`src/rtl/quantize_multiplier_gen.sv`:
```
// Purpose: turns float scales (a*b)/c into a Q31 multiplier plus power-of-two shift for the requantizer.
// Latency: 37 cycles from acceptance on the normal path, 1 cycle for error/zero inputs.
// Backpressure: one triple in flight; the result holds in DONE until out_ready, in_ready only in IDLE.
module quantize_multiplier_gen (
    input  logic               clk,
    input  logic               rst,
    input  logic               in_valid,
    output logic               in_ready,
    input  logic [31:0]        scale_a,
    input  logic [31:0]        scale_b,
    input  logic [31:0]        scale_c,
    output logic               out_valid,
    input  logic               out_ready,
    output logic signed [31:0] quantized_multiplier,
    output logic signed [31:0] shift,
    output logic               err,
    output logic               sat
);

    typedef enum logic [2:0] {IDLE, MUL, DIV, NORM, DONE} state_t;

    state_t state, state_nxt;

    // Sign bits are only needed for classification, so only magnitude fields are kept.
    logic [30:0] a_q, b_q, c_q;
    logic [5:0]  cnt;
    logic [57:0] rem;
    logic [57:0] div_d;
    logic [34:0] quo;

    logic        in_err, in_zero;
    logic [23:0] ma, mb, mc;
    logic [47:0] prod;

    logic [1:0]         lead;
    logic [30:0]        m31;
    logic               guard;
    logic [31:0]        qf, qf_n;
    logic signed [11:0] ea, eb, ec, lsel, sh_raw, sh_adj;

    // Negative nonzero or Inf/NaN encodings cannot describe a usable scale.
    function automatic logic is_bad(input logic [31:0] x);
        return (x[31] && (x[30:0] != 31'd0)) || (x[30:23] == 8'hFF);
    endfunction

    assign in_err  = is_bad(scale_a) || is_bad(scale_b) || is_bad(scale_c) || (scale_c[30:23] == 8'd0);
    assign in_zero = (scale_a[30:23] == 8'd0) || (scale_b[30:23] == 8'd0);

    assign ma   = {1'b1, a_q[22:0]};
    assign mb   = {1'b1, b_q[22:0]};
    assign mc   = {1'b1, c_q[22:0]};
    assign prod = {24'd0, ma} * {24'd0, mb};

    // State register.
    always_ff @(posedge clk) begin
        if (!rst) state <= IDLE;
        else      state <= state_nxt;
    end

    // Next-state and handshake outputs.
    always_comb begin
        state_nxt = state;
        in_ready  = 1'b0;
        out_valid = 1'b0;
        case (state)
            IDLE: begin
                in_ready = 1'b1;
                if (in_valid) state_nxt = (in_err || in_zero) ? DONE : MUL;
            end
            MUL:  state_nxt = DIV;
            DIV:  if (cnt == 6'd0) state_nxt = NORM;
            NORM: state_nxt = DONE;
            DONE: begin
                out_valid = 1'b1;
                if (out_ready) state_nxt = IDLE;
            end
            default: state_nxt = IDLE;
        endcase
    end

    // Normalise the quotient: leading one sits at bit 32..34, keep 31 bits and round half up on the next.
    always_comb begin
        lead  = 2'd0;
        m31   = quo[32:2];
        guard = quo[1];
        if (quo[34]) begin
            lead  = 2'd2;
            m31   = quo[34:4];
            guard = quo[3];
        end else if (quo[33]) begin
            lead  = 2'd1;
            m31   = quo[33:3];
            guard = quo[2];
        end
        qf   = {1'b0, m31} + {31'd0, guard};
        ea   = $signed({4'd0, a_q[30:23]});
        eb   = $signed({4'd0, b_q[30:23]});
        ec   = $signed({4'd0, c_q[30:23]});
        lsel = $signed({10'd0, lead});
        // Ea+Eb-Ec+L-159 with L = 32+lead.
        sh_raw = ea + eb - ec + lsel - 12'sd127;
        // Rounding can carry out to 2^31; renormalise to 2^30 and bump the exponent.
        qf_n   = qf;
        sh_adj = sh_raw;
        if (qf[31]) begin
            qf_n   = 32'h4000_0000;
            sh_adj = sh_raw + 12'sd1;
        end
    end

    // Datapath: capture, multiply, restoring divide and result registers.
    always_ff @(posedge clk) begin
        if (!rst) begin
            a_q   <= '0;
            b_q   <= '0;
            c_q   <= '0;
            cnt   <= '0;
            rem   <= '0;
            div_d <= '0;
            quo   <= '0;
            quantized_multiplier <= '0;
            shift <= '0;
            err   <= 1'b0;
            sat   <= 1'b0;
        end else begin
            case (state)
                IDLE: begin
                    if (in_valid) begin
                        a_q <= scale_a[30:0];
                        b_q <= scale_b[30:0];
                        c_q <= scale_c[30:0];
                        quantized_multiplier <= '0;
                        shift <= '0;
                        sat   <= 1'b0;
                        err   <= in_err;
                    end
                end
                MUL: begin
                    rem   <= {prod, 10'd0};
                    div_d <= {mc, 34'd0};
                    quo   <= '0;
                    cnt   <= 6'd34;
                end
                DIV: begin
                    // Quotient < 2^35 guarantees rem < 2*div_d, so one trial subtract per bit suffices.
                    if (rem >= div_d) begin
                        rem <= rem - div_d;
                        quo <= {quo[33:0], 1'b1};
                    end else begin
                        quo <= {quo[33:0], 1'b0};
                    end
                    div_d <= div_d >> 1;
                    if (cnt != 6'd0) cnt <= cnt - 6'd1;
                end
                NORM: begin
                    err <= 1'b0;
                    if (sh_adj > 12'sd30) begin
                        quantized_multiplier <= 32'sh7FFF_FFFF;
                        shift <= 32'sd30;
                        sat   <= 1'b1;
                    end else if (sh_adj < -12'sd31) begin
                        quantized_multiplier <= '0;
                        shift <= '0;
                        sat   <= 1'b0;
                    end else begin
                        quantized_multiplier <= $signed(qf_n);
                        shift <= {{20{sh_adj[11]}}, sh_adj};
                        sat   <= 1'b0;
                    end
                end
                default: ;
            endcase
        end
    end

endmodule

```
`config.mk`:
```
export PLATFORM = sky130hd
export DESIGN_NAME = quantize_multiplier_gen
export DESIGN_NICKNAME = d
export VERILOG_FILES = /design/src/rtl/quantize_multiplier_gen.sv
export SDC_FILE = /design/constraint.sdc
export NUM_CORES = 2
export LEC_CHECK = 0
export CORE_ASPECT_RATIO = 1.25
export CORE_MARGIN = 2
export CORE_UTILIZATION = 69
export CTS_BUF_LIST = sky130_fd_sc_hd__clkbuf_8
export CTS_CLUSTER_DIAMETER = 100
export DETAILED_ROUTE_END_ITERATION = 10
export GPL_TIMING_DRIVEN = 0
export PLACE_DENSITY = 0.95
export RECOVER_POWER = 50
export SLEW_MARGIN = 5
export SYNTH_ARGS = -nofsm -noshare
export SYNTH_HDL_FRONTEND = slang
export SYNTH_SLANG_ARGS = --single-unit
```
`constraint.sdc`:
```
create_clock -name clk -period 13 [get_ports clk]
set_input_delay 3.25 -clock clk [delete_from_list [all_inputs] [get_ports clk]]
set_output_delay 3.25 -clock clk [all_outputs]
set_load 0.01 [all_outputs]
```
# Yosys cells after proc, flatten, opt, wreduce, memory -nomap -nowiden

Cells that the tools add are included.

Bits in registers: 319
Input port bits: 100
Output and inout bits: 68
Word-level logic and storage cells: 97

Add/sub/neg operators: 8
Multiply operators: 1
$lt $le $gt $ge: 3
Eq/ne operators: 12
Multiplexer cells: 34
Reductions and logical operators: 27

Operators by type and width:

| cell                                                 | count |
|---|---|
| one-hot mux 58 bit (2 select lines)                  | 2 |
| 2-to-1 mux 32 bit                                    | 5 |
| one-hot mux 32 bit (2 select lines)                  | 2 |
| 2-to-1 mux 31 bit                                    | 3 |
| nonzero test 31 bit                                  | 3 |
| one-hot mux 35 bit (2 select lines)                  | 1 |
| greater-or-equal comparator 58 bit                   | 1 |
| 2-to-1 mux 58 bit                                    | 1 |
| subtractor 58 bit                                    | 1 |
| multiplier 24 x 24 -> 48 bit                         | 1 |
| adder 31 x 1 -> 32 bit                               | 1 |
| equality test 8 bit (second input constant)          | 3 |
| logical NOT 8 bit                                    | 3 |
| one-hot mux 3 bit (5 select lines)                   | 1 |
| adder 12 x 2 -> 12 bit (second input constant)       | 1 |
| > comparator 12 x 6 -> 1 bit (second input constant) | 1 |
| < comparator 12 x 6 -> 1 bit (second input constant) | 1 |
| 2-to-1 mux 12 bit                                    | 1 |
| 2-to-1 mux 3 bit                                     | 4 |
| one-hot mux 6 bit (2 select lines)                   | 1 |
| subtractor 11 x 8 -> 12 bit (second input constant)  | 1 |
| adder 10 x 3 -> 11 bit                               | 1 |
| inequality test 2 bit (second input constant)        | 5 |
| subtractor 9 x 8 -> 10 bit                           | 1 |
| 17 further kinds                                     | 40 |

# Logic depth before layout (Yosys ltp)

Depth after elaboration: 10
Depth in mapped cells: 28
Gate-level depth less buffers: 26

# Least setup slack after synthesis

Ideal clock, no wire load.

Path type: register to register
From: register a_q[11]
To: register rem[56]
Library setup time: 70 ps
Arrival: 6941 ps
Slack: 5989 ps
Cell stages (with the launch flop): 28
Path through: dfxtp_1 -> clkbuf_1 -> nand2_1 -> fa_1 -> inv_1 -> fa_1 -> inv_1 -> fa_1 -> inv_1 -> fa_1 -> inv_1 -> fa_1 -> inv_1 -> fa_1 -> inv_1 -> fa_1 -> inv_1 -> ha_1 -> nand3_1 -> nor2_1 -> and4_1 -> nor4_1 -> o41ai_1 -> a21oi_1 -> or4_1 -> o21ai_0 -> o22ai_1 -> a21oi_1

Word-level cells in the longest chain between the ends: 2

RTL lines:

| what                                | line | source |
|---|---|---|
| start, declared                     | 25   | `logic [30:0] a_q, b_q, c_q;` |
| start signal, assigned              | 129  | `a_q <= scale_a[30:0];` |
| multiplier 24 x 24 -> 48 bit        | 52   | `assign prod = {24'd0, ma} * {24'd0, mb};` |
| one-hot mux 58 bit (2 select lines) | 126  | `case (state)` |
| end signal, assigned                | 139  | `rem <= {prod, 10'd0};` |
| end signal, assigned                | 147  | `rem <= rem - div_d;` |
| end, declared                       | 27   | `logic [57:0] rem;` |

Every way passes these cells.
A chain may end at the register's enable or synchronous reset.

# Final worst setup path

From: register a_q[12]
To: register rem[56]

Same word-level chain as after synthesis.

==> impl_metrics.toml <==
[drt]
postRouteAntennaNets = 0
via_per_inst = 6.26
wl_per_cell_um = 23.4
wirelength_um = 128000
first_pass_iters = 8
num_vias = 34100
drc = 0
first_iter_violations = 3914

[cts]
clockRootBuffer = "clkbuf_8"
post_cts.repair.setup_buffers = 0
clock_path_buffers = 3
clkTransAtPathRegs_ns = 0.07
cts_inserted_buffers = 48
clock_latency_ns = 0.69
cts_max_level = 2
hold_buffers = 0
tritoncts = "done"
cts.sinks = 298
post_cts_resized = 0

[grt]
grt.total_usage = 0.476
overflow = 0
grt_pass1_wl_um = 197000
grt_max_degree = 23
grt_pass1_vias = 34600
antenna_found_initial = 25

[yosys]
yosysSeqAreaShare = 0.162
syn_avg_cell_area_um2 = 8.16
synth_top_family_by_area = "adder cells"
synth_flop_cell = "dfxtp_1"
synth_xor_area_frac = 0.0340
synth_area_mm2 = 0.0368
synthAdderAreaFrac = 0.352
yosysUniqueCellTypes = 87
synthMuxAreaShare = 0.0127
yosys_warnings = 0
ys_async_sr_fraction = 0
synth_compound_area_frac = 0.153
synth_fp_nets = 5347
synth_simple_gate_area_frac = 0.181
syn_inst = 4507
synth-edff-count = 0
ys_seq_elements = 298

[timing]
fin_crit_ns = 10.09
setup_ws_ns = 2.91
tns_ns = 0
slew_viol_final = 11
rsz0062_at_grt = "false"
hold_violations = 0
setup_viol = 0
fmax_ghz = 0.0991
worst_pin_slew_ns = 1.54
fin_skew_ns = 0.0636
maxSlewHeadroom = -0.0265
finalCritPeriodShare = 0.776

[layout]
drive_gt1_frac = 0.0290
fillCellCount = 3781
design_area_mm2 = 0.0404
fin_nets = 5564
syn2layout_area_growth_pct = 9.81
layout_commonest_cell = "inv_1"
seq_area_mm2 = 0.00597
final_cell_mix = "714 x inv_1, 620 x nand2_1, 492 x fa_1"
multi_input_area_mm2 = 0.0270

[setup_path]
worstPathMaxFanout = 10
critPathLaunchType = "register"
cp-end-kind = "register"
crit_arrival_ns = 10.67
crit_type = "reg2reg"
reg2regPathDepth = 24
required_ns = 13.58

[place]
port_buffers = 166
place_area_mm2 = 0.0393
gp_congestion = 1.09
place_ws_ns = 4.02
dp_hpwl_um = 98900

[power_and_ir_drop]
total_power_mw = 4.10
p_leak_nw = 18.4
p_per_area_mw_per_mm2 = 102
ir_drop_mv = 0.144

[status]
failed_checks = "max-capacitance violations, max-slew violations"
status = "finished with violations"

[floorplan]
die_w_um = 210
std_cell_rows = 94
start_util = 0.698
die_height_um = 262
boundaryPins = 168
core_area_mm2 = 0.0527
die_area_mm2 = 0.0552

[hold_path]
worstHoldPathCells = 2
hp-class = "reg2reg"

[job]
maxCapViolations = 1
==> per-layer routing <==
layer  vias to the layer above  routed length [um]  track usage
met4                        20               13300        0.419
met3                       732               15300        0.185
li1                      15000                   -            -
met1                     16200               42200        0.521
met5                         -                 185       0.0241
met2                      2140               56600        0.723
==> critical path, stage by stage (launching register included) <==
cell and delay [ns]:
dfxtp_1 0.85, clkbuf_1 1.18, nand2_1 0.18, fa_1 0.56
inv_1 0.06, fa_1 0.54, inv_1 0.05, fa_1 0.48
fa_1 0.53, inv_1 0.05, fa_1 0.48, fa_1 0.56
inv_1 0.07, fa_1 0.66, inv_1 0.08, ha_1 0.48
o21ai_0 0.17, a21oi_1 0.66, nor4_1 0.22, o41ai_1 0.74
a21oi_1 0.29, or4_1 0.52, o21ai_0 0.14, o22ai_1 0.20
a21oi_1 0.20
==> synth_stat cells (21+ instances only) <==
| library cell | number | share of area |
|---|---|---|
| o211ai_1 | 25 | 0.0051 |
| a21oi_1 | 279 | 0.038 |
| dfxtp_1 | 298 | 0.16 |
| nand4_1 | 40 | 0.0068 |
| a22oi_1 | 103 | 0.021 |
| mux2i_1 | 40 | 0.011 |
| fa_1 | 492 | 0.27 |
| xnor2_1 | 87 | 0.021 |
| o21bai_1 | 48 | 0.0098 |
| o21ai_0 | 125 | 0.017 |
| nand3_1 | 53 | 0.0072 |
| buf_4 | 23 | 0.0047 |
| inv_1 | 699 | 0.071 |
| a31oi_1 | 28 | 0.0048 |
| nor2_1 | 272 | 0.028 |
| nand2b_1 | 25 | 0.0043 |
| and3_1 | 21 | 0.0036 |
| and2_1 | 249 | 0.042 |
| ha_1 | 248 | 0.084 |
| a21o_1 | 68 | 0.014 |
| nand2_1 | 620 | 0.063 |
| a211oi_1 | 74 | 0.015 |
| clkbuf_1 | 245 | 0.025 |
| nor4_1 | 30 | 0.0051 |
| o21a_1 | 22 | 0.0045 |
| xor2_1 | 53 | 0.013 |
| nor3_1 | 50 | 0.0068 |
==> sequential cells by signal (all words and copies together), names as in the netlist <==
name,cells
quantized_multiplier,31
quo,35
sat,1
c_q,31
rem,58
a_q,31
err,1
shift,12
b_q,31
state,3
cnt,6
div_d,58
==> area by class of cell <==
class,count,share of cell area
multi-input cells,3220,0.668
diodes,16,0.000992
plain buffers,285,0.0295
repair buffers,167,0.0413
well taps,672,0.0208
flip-flops and latches,298,0.148
clock inverters,23,0.00511
clock buffers,61,0.0208
inverters,704,0.0654
==> path summary, 6_finish.rpt <==
| path | startpoint | slack, ns | to |
|---|---|---|---|
| worst min register to register | c_q[9] | 0.46 | c_q[9] |
| worst max register to register | a_q[12] | 2.91 | rem[56] |
| worst max-delay path | a_q[12] | 2.91 | rem[56] |
| worst min-delay path | c_q[9] | 0.46 | c_q[9] |
==> logic make-up after synthesis <==
group           Yosys count
simple gates           1422
buf+inv                 989
compound gates          870
xor+xnor                141
mux                      46
other cells               1
flops                   298
fa+ha+maj               740
==> through the flow <==
stage | hold slack (ns) | util | std cells
final | 0.456 | 0.766 | 5446
after global routing | 0.475 | 0.766 | 5440
after CTS | 0.459 | 0.765 | 5429
after detailed placement | 0.449 | 0.745 | 5345
after global placement | 0.440 | 0.745 | 5345
after floorplan | 0.432 | - | 4507
==> power by group <==
group	switching (mW)	internal [mW]	total [mW]
clock network	0.420	0.484	0.904
registers	0.0749	0.954	1.03
logic	1.39	0.778	2.17
total	1.88	2.22	4.10
No activity file was read; power rests on OpenSTA's default activity.
